--- src/rtl/fan_countdown_if.sv ---
// rtl/fan_countdown_if.sv - tick, button and status signals between fan_countdown and its neighbours
interface fan_countdown_if #(
    parameter int CNT_W = 8
);
    logic             tick_1s;
    logic             tick_500ms;
    logic             tick_250ms;
    logic             fan_on;
    logic             btn_time;
    logic             btn_cancel;
    logic [CNT_W-1:0] remaining;
    logic             fan_off_req;
    logic             led;
    logic [1:0]       state;

    modport master (
        output tick_1s, tick_500ms, tick_250ms, fan_on, btn_time, btn_cancel,
        input  remaining, fan_off_req, led, state
    );

    modport slave (
        input  tick_1s, tick_500ms, tick_250ms, fan_on, btn_time, btn_cancel,
        output remaining, fan_off_req, led, state
    );
endinterface

--- src/rtl/fan_countdown.sv ---
// rtl/fan_countdown.sv - auto-off countdown with preset cycling, warning flash and one-cycle fan-off request
module fan_countdown #(
    parameter int CNT_W    = 8,
    parameter int PRESET0  = 30,
    parameter int PRESET1  = 60,
    parameter int PRESET2  = 120,
    parameter int WARN_SEC = 5
) (
    input  logic            clk,
    input  logic            rst_n,
    fan_countdown_if.slave  bus
);
    typedef enum logic [1:0] {
        S_IDLE   = 2'd0,
        S_RUN    = 2'd1,
        S_WARN   = 2'd2,
        S_EXPIRE = 2'd3
    } state_t;

    localparam logic [CNT_W-1:0] P0      = PRESET0[CNT_W-1:0];
    localparam logic [CNT_W-1:0] P1      = PRESET1[CNT_W-1:0];
    localparam logic [CNT_W-1:0] P2      = PRESET2[CNT_W-1:0];
    localparam int               WARN_P1 = WARN_SEC + 1;
    localparam logic [CNT_W-1:0] WARN_AT = WARN_P1[CNT_W-1:0];
    localparam logic [CNT_W-1:0] ONE     = {{(CNT_W-1){1'b0}}, 1'b1};

    state_t           state_q, state_d;
    logic [CNT_W-1:0] remaining_q, remaining_d;
    logic [1:0]       sel_q, sel_d;
    logic             led_q, led_d;
    logic             req_q, req_d;

    always_ff @(posedge clk) begin
        if (!rst_n) begin
            state_q     <= S_IDLE;
            remaining_q <= '0;
            sel_q       <= 2'd0;
            led_q       <= 1'b0;
            req_q       <= 1'b0;
        end else begin
            state_q     <= state_d;
            remaining_q <= remaining_d;
            sel_q       <= sel_d;
            led_q       <= led_d;
            req_q       <= req_d;
        end
    end

    always_comb begin
        state_d     = state_q;
        remaining_d = remaining_q;
        sel_d       = sel_q;
        led_d       = led_q;
        req_d       = 1'b0;

        unique case (state_q)
            S_IDLE: begin
                led_d = 1'b0;
                if (!bus.btn_cancel && bus.fan_on && bus.btn_time) begin
                    sel_d       = 2'd0;
                    remaining_d = P0;
                    state_d     = S_RUN;
                    led_d       = 1'b1;
                end
            end
            S_RUN, S_WARN: begin
                // btn_time past the last preset behaves exactly like cancel
                if (bus.btn_cancel || !bus.fan_on || (bus.btn_time && sel_q == 2'd2)) begin
                    state_d     = S_IDLE;
                    remaining_d = '0;
                    sel_d       = 2'd0;
                    led_d       = 1'b0;
                end else if (bus.btn_time) begin
                    sel_d       = sel_q + 2'd1;
                    remaining_d = (sel_q == 2'd0) ? P1 : P2;
                    state_d     = S_RUN;
                    led_d       = 1'b1;
                end else begin
                    if (state_q == S_RUN && bus.tick_500ms) led_d = ~led_q;
                    if (state_q == S_WARN && bus.tick_250ms) led_d = ~led_q;
                    if (bus.tick_1s && remaining_q != '0) begin
                        remaining_d = remaining_q - ONE;
                        if (remaining_q == ONE) begin
                            state_d = S_EXPIRE;
                            req_d   = 1'b1;
                        end else if (remaining_q == WARN_AT) begin
                            state_d = S_WARN;
                            led_d   = 1'b1;
                        end
                    end
                end
            end
            S_EXPIRE: begin
                state_d = S_IDLE;
                led_d   = 1'b0;
            end
            default: state_d = S_IDLE;
        endcase
    end

    assign bus.state       = state_q;
    assign bus.remaining   = remaining_q;
    assign bus.led         = led_q;
    assign bus.fan_off_req = req_q;
endmodule

--- src/flat_wrapper.sv ---
// flat-port wrapper written by rule: the top's interface ports become plain ports
module fan_countdown_flat 
#(
    parameter int CNT_W    = 8,
    parameter int PRESET0  = 30,
    parameter int PRESET1  = 60,
    parameter int PRESET2  = 120,
    parameter int WARN_SEC = 5
)
  (clk, rst_n, bus_tick_1s, bus_tick_500ms, bus_tick_250ms, bus_fan_on, bus_btn_time, bus_btn_cancel, bus_remaining, bus_fan_off_req, bus_led, bus_state);
  fan_countdown_if #(.CNT_W(CNT_W)) bus_i ();
  input  logic clk;
  input  logic rst_n;
  input wire logic [$bits(bus_i.tick_1s)-1:0] bus_tick_1s;
  input wire logic [$bits(bus_i.tick_500ms)-1:0] bus_tick_500ms;
  input wire logic [$bits(bus_i.tick_250ms)-1:0] bus_tick_250ms;
  input wire logic [$bits(bus_i.fan_on)-1:0] bus_fan_on;
  input wire logic [$bits(bus_i.btn_time)-1:0] bus_btn_time;
  input wire logic [$bits(bus_i.btn_cancel)-1:0] bus_btn_cancel;
  output wire logic [$bits(bus_i.remaining)-1:0] bus_remaining;
  output wire logic [$bits(bus_i.fan_off_req)-1:0] bus_fan_off_req;
  output wire logic [$bits(bus_i.led)-1:0] bus_led;
  output wire logic [$bits(bus_i.state)-1:0] bus_state;
  assign bus_i.tick_1s = bus_tick_1s;
  assign bus_i.tick_500ms = bus_tick_500ms;
  assign bus_i.tick_250ms = bus_tick_250ms;
  assign bus_i.fan_on = bus_fan_on;
  assign bus_i.btn_time = bus_btn_time;
  assign bus_i.btn_cancel = bus_btn_cancel;
  assign bus_remaining = bus_i.remaining;
  assign bus_fan_off_req = bus_i.fan_off_req;
  assign bus_led = bus_i.led;
  assign bus_state = bus_i.state;
  fan_countdown #(.CNT_W(CNT_W), .PRESET0(PRESET0), .PRESET1(PRESET1), .PRESET2(PRESET2), .WARN_SEC(WARN_SEC)) u_core (.clk(clk), .rst_n(rst_n), .bus(bus_i));
endmodule
--- config.mk ---
export PLATFORM = sky130hd
export DESIGN_NAME = fan_countdown_flat
export DESIGN_NICKNAME = d
export VERILOG_FILES = /design/src/rtl/fan_countdown_if.sv /design/src/rtl/fan_countdown.sv /design/src/flat_wrapper.sv
export SDC_FILE = /design/constraint.sdc
export NUM_CORES = 1
export LEC_CHECK = 0
export BUFFER_PORTS_ARGS = -buffer_cell sky130_fd_sc_hd__buf_2
export CAP_MARGIN = 20
export CORE_ASPECT_RATIO = 0.75
export CORE_MARGIN = 1
export CORE_UTILIZATION = 35
export CTS_CLUSTER_SIZE = 14
export DETAILED_ROUTE_END_ITERATION = 10
export PLACE_DENSITY = 0.58
export SLEW_MARGIN = 40
export SYNTH_ARGS = -nofsm -noshare
export SYNTH_HDL_FRONTEND = slang
export SYNTH_SLANG_ARGS = --single-unit
--- constraint.sdc ---
create_clock -name clk -period 3.22 [get_ports clk]
set_clock_uncertainty 0.1 [all_clocks]
set_input_delay 0.483 -clock clk [delete_from_list [all_inputs] [get_ports clk]]
set_output_delay 0.483 -clock clk [all_outputs]
set_load 0.005 [all_outputs]
After elaboration in Yosys (flattened, before gate mapping)
Cells that the tools add are included.
Storage, ports and cells
  bits in registers: 14
Cells by class
  $add $sub $neg: 2
  equality and inequality tests: 10
  muxes and demuxes: 27
  bitwise operators: 4
  reduce and logical (&&, ||, !) cells: 19
Operators with widths (count)
  $mux 8: 4
  $mux 2: 9
  $pmux 8 s2: 1
  $mux 1: 9
  $reduce_and 3->1: 3
  $eq 8x1->1 const B: 1
  $eq 8x3->1 const B: 1
  $reduce_bool 8->1: 1
  $sub 8x1->8 const B: 1
  $mux 7: 1
  $eq 2x2->1 const B: 3
  $logic_and 1x1->1: 6
  $pmux 2 s3: 1
  $ne 5x2->1 const B: 1
  $reduce_or 5->1: 1
  $logic_not 2->1: 2
  $ne 4x2->1 const B: 1
  $not 1->1: 4
  $pmux 2 s2: 1
  $ne 3x2->1 const B: 1
  $pmux 1 s3: 1
  $add 2x1->2 const B: 1
  $eq 2x1->1 const B: 1
  $logic_not 1->1: 2
  other kinds (4): 5

Depth between registers and ports, before layout
  depth in word-level cells: 10
  gate-level depth with buffers: 8
  depth with buffers taken out: 6

Least setup slack after synthesis
OpenSTA, ideal clock, no wires.
  path type: flip-flop to flip-flop
  start: register u_core.state_q[0] (netlist: u_core.bus.state[0])
  end: register u_core.remaining_q[5] (netlist: u_core.bus.remaining[5])
  data arrival time: 1818 ps
  required time: 3001 ps
  setup slack: 1183 ps
  cell stages (with the launch flop): 9
  path buffers: 2
  period minus slack after synthesis: 2037 ps
  cell sequence: dfxtp_1 > inv_1 > ha_1 > buf_6 > nand4bb_1 > clkbuf_1 > o221a_2 > nand2_1 > o221a_2
Between the ends
  word-level cells in the longest chain between the ends: 4
RTL lines
  from (decl): line fan_countdown.sv:27  | state_t state_q, state_d;
  from (signal assigned): line fan_countdown.sv:41  | state_q <= state_d;
  $eq 2x2->1 / $eq 2x1->1 (equally long branches): line fan_countdown.sv:56  | unique case (state_q)
  $reduce_or 2->1: line fan_countdown.sv:56
  $ne 4x2->1 (no source line) / $reduce_bool 2->1 (equally long branches)
  $reduce_and 3->1 (no source line)
  to (signal assigned): line fan_countdown.sv:42  | remaining_q <= remaining_d;
  to (decl): line fan_countdown.sv:28  | logic [CNT_W-1:0] remaining_q, remaining_d;
Several ways; a longest one is shown, not always the timed one.
A chain may end at the register's enable or synchronous reset.

Worst setup path after layout
  start: register u_core.state_q[0] (netlist: u_core.bus.state[0])
  end: register u_core.remaining_q[3] (netlist: u_core.bus.remaining[3])
The elaborated chain is that of the path after synthesis.

==> results.yml <==
floorplanning:
  dieArea_um2: 3310
  core_um2: 2940
  ioPinCount: 20
  die_h_um: 50.1
  start_util_pct: 36.8
  die_w_um: 66.1
  rows: 17
critical_path:
  worst_ep_arrival_time_ns: 2.51
  endpoint_kind: "register"
  crit_start: "u_core.bus.state[0]"
  worstPathMaxFanout: 10
  reg2reg_depth: 6
  r2r-end: "u_core.bus.remaining[3]"
  critPathLaunchType: "register"
  timing.rr.start: "u_core.bus.state[0]"
  cp.required_ns: 3.28
  path_class: "reg -> reg"
  critPathCapture: "u_core.bus.remaining[3]"
  r2r_slack_ns: 0.76
cells_and_area:
  multi_input_area_um2: 713
  area_growth_pct: 14.1
  layout-drive-gt1-share_pct: 22.2
  finalNonFillerCells: 182
  layout.nets: 162
  seq_area_um2: 280
  final_cell_mix: "buf_2, dfxtp_1, nand2_1"
  final_common_cell: "buf_2"
  diodes: 0
  fill_cells: 314
cts:
  hold_buffers: 0
  post_cts.repair.setup_buffers: 0
  cts_root_buffer: "clkbuf_8"
  clockBufferDepth: 2
  h-tree-depth: 1
  clk_latency_ns: 0.25
  cts_tree: "yes"
  cts_made_buffers: 3
  clkTransAtPathRegs_ns: 0.06
  cts_resized: 0
  cts_sinks: 14
global_route:
  antenna_found_initial: 0
  first_global_vias: 952
  grt_remaining_overflow: 0
  gr-usage-all-layers_pct: 18.8
  grt_pass1_wl_um: 4680
  grt_max_degree: 13
detailed_routing:
  wl_met3_um: 253
  routed_wl_um: 2840
  firstDrtPassIters: 4
  met1Wirelength_um: 1350
  wl_met2_um: 1210
  drt_iter0_drc: 61
  wl_per_cell_um: 15.6
  route.detailed.drc: 0
  ant_nets: 0
  num_vias: 1082
  routed_via_density: 5.95
  highest_layer: "met4"
synth:
  ys_seq_area_share_pct: 26.0
  syn-cell-area_um2: 1080
  ys_warn_count: 0
  synth.area.top_cells: "dfxtp_1, ha_1, a311oi_1"
  syn_inst: 126
  syn-num-nets: 143
  synth_area_per_cell_um2: 8.57
  synth-seq-cells: 14
  synth_top_area_cell: "dfxtp_1"
  yosysTopAreaCellShare_pct: 26.0
  synth_cell_types: 49
worst_hold_path:
  hold_class: "reg -> reg"
  whs_path_depth: 2
  hp-start: "u_core.sel_q[0]"
timing:
  relSlewSlack_pct: 50.3
  tightestPinTransition_ns: 0.737
  setup_tns_ns: 0
  setup_violations: 0
  post-route-period-util_pct: 76.3
  hold_viol: 0
  setup_ws_ns: 0.764
  layout_min_cycle_time_ns: 2.46
  slew_viol_final: 0
  fmax_mhz: 407
  hold_ws_ns: 0.400
  rsz0062_at_grt: "no"
run:
  timing.max_cap.violations: 0
place:
  placed_cells: 178
  finalWeightedCongestion: 0.920
  hpwl_um: 2130
  port_buffers: 19
  place_ws_ns: 0.816
pwr:
  power.density_nw_per_um2: 795
  p_leak_nw: 0.483
  ir_worst_vdd_mv: 0.319
  finalPower_w: 0.000979
outcome:
  status: "complete, no violations"
==> kinds of logic after synthesis <==
kind of cell / synth area share [%]
AND/OR/NAND/NOR: 24.4
AO/OA/AOI/OAI: 27.7
buffers and inverters: 8.00
flip-flops: 26.0
adder cells (fa/ha/maj): 10.4
XOR/XNOR: 2.43
multiplexers: 1.04
==> how the worst min path moves through the flow <==
stage,endpoint
finish,u_core.sel_q[0]
CTS,u_core.bus.fan_off_req
global placement,u_core.sel_q[1]
floorplan,u_core.sel_q[0]
global route,u_core.bus.fan_off_req
detailed placement,u_core.sel_q[0]
==> power breakdown <==
part           switching [W]  internal (W)  leakage, nW
Clock              0.0000695      0.000109       0.0288
Combinational       0.000305      0.000210        0.340
Sequential         0.0000690      0.000217        0.115
Total               0.000444      0.000536        0.483
==> through the flow <==
stage | area (um2) | util, %
2_1_floorplan | 1080 | -
3_3_place_gp | 1180 | 40.1
3_5_place_dp | 1180 | 40.1
4_1_cts | 1230 | 42.0
5_1_grt | 1230 | 42.0
6_report | 1230 | 42.0
==> Yosys cell counts (all sizes together) <==
master and n:
or3 1, a41oi 1, o2111ai 1, o211a 1
or4 4, or2b 1, clkbuf 1, nor2 6
o21ai 6, a21oi 8, clkinv 1, o311ai 1
dfxtp 14, mux2 1, ha 9, o21a 1
and3b 1, nor3b 1, o221ai 2, a211oi 2
a31oi 2, a22oi 1, and4bb 1, xor2 1
buf 4, o31ai 2, and2b 1, nor4 5
nand3b 1, nand2 11, a221oi 1, nand3 3
o41ai 1, nor3 2, o221a 2, o31a 2
or4b 1, nand4bb 1, xnor2 2, o211ai 2
or3b 2, inv 10, a311oi 5
==> cell type report <==
class	instances	area share (%)
clock buffers	4	4.47
repair buffers	19	7.72
inverters	11	3.35
well taps	38	3.86
multi-input cells	96	57.9
flip-flops and latches	14	22.7
==> state kept, by name, summed over array words and instances (netlist names) <==
signal / count
u_core.bus.fan_off_req: 1
u_core.bus.led: 1
u_core.bus.remaining: 8
u_core.bus.state: 2
u_core.sel_q: 2
==> layer usage <==
metal | vias up | track usage [%]
li1 | 525 | -
met1 | 510 | 27.0
met2 | 42 | 26.7
met3 | 5 | 4.86
met4 | 0 | 6.03
met5 | - | 0
==> worst max-delay path: stages, from the launching register on <==
cell and delay (ns):
dfxtp_1 0.37, inv_1 0.09, ha_1 0.49, nand4bb_1 0.40, o221ai_1 0.45, nor2_1 0.18, a311oi_1 0.29
(Power assumes the default switching activity.)
